**config.mk**
```make
export PLATFORM = sky130hd
export DESIGN_NAME = ahb_mst_arb
export DESIGN_NICKNAME = d
export VERILOG_FILES = /design/src/rtl/ahb_mst_arb_pkg.sv /design/src/rtl/ahb_mst_arb_rr.sv /design/src/rtl/ahb_mst_arb.sv
export SDC_FILE = /design/constraint.sdc
export NUM_CORES = 1
export LEC_CHECK = 0
export ABC_AREA = 1
export CORE_MARGIN = 1.5
export CORE_UTILIZATION = 35
export CTS_CLUSTER_SIZE = 25
export DETAILED_ROUTE_END_ITERATION = 10
export GPL_ROUTABILITY_DRIVEN = 0
export PLACE_DENSITY = 0.79
export SYNTH_ARGS = -nofsm -noshare
export SYNTH_HDL_FRONTEND = slang
export SYNTH_SLANG_ARGS = --single-unit
```
**constraint.sdc**
```tcl
create_clock -name hclk -period 1.1 [get_ports hclk]
set_input_delay 0.275 -clock hclk [delete_from_list [all_inputs] [get_ports hclk]]
set_output_delay 0.275 -clock hclk [all_outputs]
set_load 0.01 [all_outputs]
```
**src/rtl/ahb_mst_arb_pkg.sv**
```systemverilog
// rtl/ahb_mst_arb_pkg.sv - shared types and AHB encodings for the AHB master arbiter
//   Contents: FSM state enum, HTRANS/HBURST/HRESP constants.
package ahb_mst_arb_pkg;

  typedef enum logic [1:0] {
    ST_IDLE = 2'd0,
    ST_ADDR = 2'd1,
    ST_DATA = 2'd2
  } state_t;

  localparam logic [1:0] HTRANS_IDLE   = 2'b00;
  localparam logic [1:0] HTRANS_NONSEQ = 2'b10;
  localparam logic [2:0] HBURST_SINGLE = 3'b000;
  localparam logic [1:0] HRESP_OKAY    = 2'b00;
  localparam logic [1:0] HRESP_ERROR   = 2'b01;

endpackage

```
**src/rtl/ahb_mst_arb_rr.sv**
```systemverilog
// rtl/ahb_mst_arb_rr.sv - combinational round-robin picker (module rr_arb)
//   eligible : per-requester candidates
//   ptr      : index of the last winner; search starts at ptr+1 and wraps
//   upd      : arbitration strobe; all outputs are zero while low
//   grant    : one-hot winner
//   idx      : encoded winner
//   any      : a winner exists this cycle
module rr_arb #(
  parameter int rq_c = 2
) (
  input  logic [rq_c-1:0]         eligible,
  input  logic [$clog2(rq_c)-1:0] ptr,
  input  logic                    upd,
  output logic [rq_c-1:0]         grant,
  output logic [$clog2(rq_c)-1:0] idx,
  output logic                    any
);

  localparam int id_w = $clog2(rq_c);

  always_comb begin
    grant = '0;
    idx   = '0;
    any   = 1'b0;
    if (upd) begin
      // Offsets 1..rq_c visit every requester once, ending on the last winner itself.
      for (int k = 1; k <= rq_c; k++) begin
        if (!any && eligible[(int'(ptr) + k) % rq_c]) begin
          any = 1'b1;
          idx = id_w'((int'(ptr) + k) % rq_c);
          grant[(int'(ptr) + k) % rq_c] = 1'b1;
        end
      end
    end
  end

endmodule

```
**src/rtl/ahb_mst_arb.sv**
```systemverilog
// rtl/ahb_mst_arb.sv - round-robin sharing of one AHB-Lite master port between rq_c requesters
//   Optional data-phase timeout: define AHB_MST_ARB_TIMEOUT_EN.
//   hclk, hreset                  : clock, synchronous active-high reset
//   req, req_addr, req_wdata,
//   req_we, req_size              : per-requester level request and transfer fields
//   ack, rsp_rdata, rsp_err       : one-cycle completion pulse with read data / error
//   gnt_id                        : current or last granted requester
//   haddr, hwdata, hwrite, htrans,
//   hsize, hburst                 : AHB master outputs
//   hrdata, hresp, hready         : AHB master inputs
module ahb_mst_arb
  import ahb_mst_arb_pkg::*;
#(
  parameter int rq_c   = 2,
  parameter int to_w   = 8,
  parameter int to_lim = 200
) (
  input  logic                         hclk,
  input  logic                         hreset,
  input  logic [rq_c-1:0]              req,
  input  logic [rq_c-1:0][31:0]        req_addr,
  input  logic [rq_c-1:0][31:0]        req_wdata,
  input  logic [rq_c-1:0]              req_we,
  input  logic [rq_c-1:0][2:0]         req_size,
  output logic [rq_c-1:0]              ack,
  output logic [31:0]                  rsp_rdata,
  output logic                         rsp_err,
  output logic [$clog2(rq_c)-1:0]      gnt_id,
  output logic [31:0]                  haddr,
  output logic [31:0]                  hwdata,
  input  logic [31:0]                  hrdata,
  output logic                         hwrite,
  output logic [1:0]                   htrans,
  output logic [2:0]                   hsize,
  output logic [2:0]                   hburst,
  input  logic [1:0]                   hresp,
  input  logic                         hready
);

  localparam int id_w = $clog2(rq_c);

  state_t            state, state_nx;
  logic [id_w-1:0]   ptr;
  logic [rq_c-1:0]   eligible;
  logic [rq_c-1:0]   pick_oh;
  logic [id_w-1:0]   pick_idx;
  logic              pick_any;
  logic [rq_c-1:0]   gnt_oh;
  logic [31:0]       addr_q;
  logic [31:0]       wdata_q;
  logic              we_q;
  logic [2:0]        size_q;
  logic              tmo;

  // A requester pulsing ack still shows its old req this cycle; keep it out.
  assign eligible = req & ~ack;

  rr_arb #(.rq_c(rq_c)) u_rr (
    .eligible (eligible),
    .ptr      (ptr),
    .upd      (state == ST_IDLE),
    .grant    (pick_oh),
    .idx      (pick_idx),
    .any      (pick_any)
  );

`ifdef AHB_MST_ARB_TIMEOUT_EN
  logic [to_w-1:0] wcnt;

  always_ff @(posedge hclk) begin
    if (hreset) begin
      wcnt <= '0;
    end else if (state == ST_ADDR && hready) begin
      wcnt <= '0;
    end else if (state == ST_DATA && !hready) begin
      wcnt <= wcnt + to_w'(1);
    end
  end

  // Fires on the wait state that brings the count to to_lim, so ack lands
  // exactly to_lim cycles after the first data-phase cycle.
  assign tmo = (state == ST_DATA) && !hready && (wcnt == to_w'(to_lim - 1));
`else
  assign tmo = 1'b0;
`endif

  always_comb begin
    state_nx = state;
    case (state)
      ST_IDLE: if (pick_any) state_nx = ST_ADDR;
      ST_ADDR: if (hready) state_nx = ST_DATA;
      ST_DATA: if (hready || tmo) state_nx = ST_IDLE;
      default: state_nx = ST_IDLE;
    endcase
  end

  always_ff @(posedge hclk) begin
    if (hreset) begin
      state     <= ST_IDLE;
      ptr       <= id_w'(rq_c - 1);
      gnt_id    <= '0;
      gnt_oh    <= '0;
      addr_q    <= '0;
      wdata_q   <= '0;
      we_q      <= 1'b0;
      size_q    <= '0;
      ack       <= '0;
      rsp_rdata <= '0;
      rsp_err   <= 1'b0;
    end else begin
      state     <= state_nx;
      ack       <= '0;
      rsp_rdata <= '0;
      rsp_err   <= 1'b0;
      if (state == ST_IDLE && pick_any) begin
        ptr     <= pick_idx;
        gnt_id  <= pick_idx;
        gnt_oh  <= pick_oh;
        addr_q  <= req_addr[pick_idx];
        wdata_q <= req_wdata[pick_idx];
        we_q    <= req_we[pick_idx];
        size_q  <= req_size[pick_idx];
      end
      if (state == ST_DATA && hready) begin
        ack       <= gnt_oh;
        rsp_rdata <= we_q ? 32'h0 : hrdata;
        rsp_err   <= (hresp == HRESP_ERROR);
      end else if (tmo) begin
        ack     <= gnt_oh;
        rsp_err <= 1'b1;
      end
    end
  end

  // Bus outputs are decoded from the state and the latched transfer, so a
  // reset drops htrans to IDLE on the very next edge.
  assign htrans = (state == ST_ADDR) ? HTRANS_NONSEQ : HTRANS_IDLE;
  assign hwrite = (state == ST_ADDR) && we_q;
  assign haddr  = addr_q;
  assign hsize  = size_q;
  assign hwdata = wdata_q;
  assign hburst = HBURST_SINGLE;

endmodule

```
==> impl_metrics.env <==
export IMPL_place_detailed_hpwl_mm=11.4
export IMPL_cp_data_required_time_ns=1.39
export IMPL_max_cap_viol_count=0
export IMPL_cts_root_buf="clkbuf_16"
export IMPL_tns_ns=-19.73
export IMPL_critical_path_arrival_ns=1.68
export IMPL_hold_class="primary input to register"
export IMPL_vias=6004
export IMPL_fin_cells=1247
export IMPL_synth_largest_area_cell="dfxtp_1"
export IMPL_ir_drop_v=0.00101
export IMPL_drcViolationCount=0
export IMPL_hp_start="hreset"
export IMPL_status="finished with violations"
export IMPL_portBuffers=279
export IMPL_reg2reg_from="state[0]$_SDFFE_PP0P_"
export IMPL_grt_max_degree=43
export IMPL_finalHoldViolations=0
export IMPL_initial_utilization_pct=35.9
export IMPL_core_area_sq_um=13900
export IMPL_clkTransAtPathRegs_ns=0.08
export IMPL_dr_wl_met2_mm=10.4
export IMPL_final_common_cell="inv_1"
export IMPL_drt_first_pass_iters=4
export IMPL_max_freq_mhz=718
export IMPL_violations="setup timing"
export IMPL_leakage_nw=4.87
export IMPL_p_per_area_nw_per_um2=1280
export IMPL_finalPower_mw=12.6
export IMPL_num_io_pins=284
export IMPL_diodes=0
export IMPL_syn_to_final_growth_pct=97.6
export IMPL_synth_seq_cells=109
export IMPL_ff2ff_setup_slack_ns=-0.29
export IMPL_layout_common_cells="inv_1, clkdlybuf4s50_1, nand2_1"
export IMPL_cts_buffers_inserted=9
export IMPL_layout_setup_ws_ns=-0.292
export IMPL_grt_antenna_before_repair=0
export IMPL_avgSynthCellArea_sq_um=6.67
export IMPL_hold_path_end="ptr$_SDFFE_PP1P_"
export IMPL_fin_crit_ns=1.39
export IMPL_cts_max_path_buffers=2
export IMPL_fin_nets=1237
export IMPL_seq_area_frac_synth_pct=43.8
export IMPL_die_h_um=122
export IMPL_end_kind="register"
export IMPL_grt_pass1_vias=5316
export IMPL_clock_latency_ns=0.35
export IMPL_dp_slack_ns=-0.659
export IMPL_synth_top_cell_area_share_pct=43.8
export IMPL_fin_skew_ns=0.00749
export IMPL_clock_sinks=109
export IMPL_rows=43
export IMPL_syn_area_sq_um=4980
export IMPL_viasPerCell=4.81
export IMPL_cts_tree="built"
export IMPL_die_area_sq_um=15000
export IMPL_holdPathStages=4
export IMPL_dr_wl_met3_mm=1.65
export IMPL_setup_viol=110
export IMPL_rr_worst_depth=9
export IMPL_synthDistinctLibCells=18
export IMPL_gr_total_overflow=0
export IMPL_critPathMaxFanout=33
export IMPL_top_layer_used="met4"
export IMPL_criticalPathCategory="register to register"
export IMPL_wl_per_cell_um=16.7
export IMPL_post_dp_cell_area_sq_um=8050
export IMPL_drt_initial_drc_count=267
export IMPL_finalInstanceArea_sq_um=9850
export IMPL_htree_levels=3
export IMPL_whs_ns=0.352
export IMPL_drive_gt1_share_pct=38.3
export IMPL_grtUsageTotal_pct=22.0
export IMPL_slew_violations=0
export IMPL_utilization_pct=70.9
export IMPL_startpoint="state[0]$_SDFFE_PP0P_"
export IMPL_synthTopCellsByArea="dfxtp_1, nand3_1, inv_1"
export IMPL_reg2reg_to="hwdata[8]$_SDFFE_PP0P_"
export IMPL_place_inst=1187
export IMPL_drt_met1_wl_mm=8.38
export IMPL_yosysWarnings=0
export IMPL_min_period_over_period_pct=127
export IMPL_start_kind="register"
export IMPL_syn_inst=747
export IMPL_rsz0062_at_grt="yes"
export IMPL_cts_hold_buf=0
export IMPL_ant_nets=0
export IMPL_wl_mm=20.9
export IMPL_die_width_um=122
export IMPL_grt_pass1_wl_mm=25.8
Yosys cell counts:
master    instances
buf_2            22
buf_6             4
inv_2             5
buf_4            14
nor2_4            1
clkbuf_1          6
buf_1             5
inv_1           175
nand2_1         148
dfxtp_1         109
nand3_1         137
a21oi_1          73
o21ai_0           2
nor2_1           38
conb_1            1
nand2_2           3
nor2_2            2
nand3_2           2
worst max-delay path by stage:
stage | to | slack, ns | depth (start not counted)
CTS | we_q$_SDFFE_PP0P_ | -0.24 | 8
detailed placement | haddr[19]$_SDFFE_PP0P_ | -0.66 | 8
finish | hwdata[8]$_SDFFE_PP0P_ | -0.29 | 9
floorplan | haddr[10]$_SDFFE_PP0P_ | -0.04 | 10
global route | haddr[28]$_SDFFE_PP0P_ | -0.35 | 10
global placement | haddr[29]$_SDFFE_PP0P_ | -0.62 | 8
report_power, final:
| part | internal, mW | switching, mW |
|---|---|---|
| combinational | 2.50 | 2.10 |
| sequential | 4.37 | 0.246 |
| clock | 1.81 | 1.58 |
area by class of cell:
type                       count  area (sq um)
fill                        1046          4030
timing repair buffer         352          3920
multi-input combinational    410          2430
sequential                   109          2280
inverter                     180           686
clock buffer                  10           229
tap                          180           225
clock inverter                 6          75.1
registers in the layout, summed over array words and instances (netlist names):
name,count
hsize,3
rsp_err,1
gnt_oh,2
hwdata,32
we_q,1
rsp_rdata,32
ptr,1
haddr,32
ack,2
state,2
gnt_id,1
per-layer routing:
metal | GRT usage, % | vias to the layer above
met5 | 0 | -
met4 | 8.87 | 0
met3 | 5.95 | 35
met2 | 39.0 | 270
met1 | 25.1 | 2810
li1 | - | 2889
critical path, cell delays in order, from the launching register on:
cell and delay (ns):
dfxtp_2 0.33, buf_6 0.12, inv_4 0.05, nand2_4 0.05
nor2_4 0.17, buf_12 0.22, nand3_1 0.16, nand3_4 0.12
nand2_1 0.05, inv_1 0.04
what timing repair did:
action / in CTS / in global routing
buffers inserted: 8 / 9
gates cloned: 6 / 22
endpoints found under the setup margin: 183 / 181
pin swaps: 3 / 44
resized for setup: 550 / 200
cell families (layout without fill, tap and decap cells):
logic type	count (synthesis)	after routing	share of synthesized area [%]
DFF	109	109	43.8
AOI/OAI and AO/OA	75	75	7.53
buffers and inverters	231	548	19.6
other	1	4	0.0752
and+or+nand+nor	331	331	29.0
(Power assumes the default switching activity.)
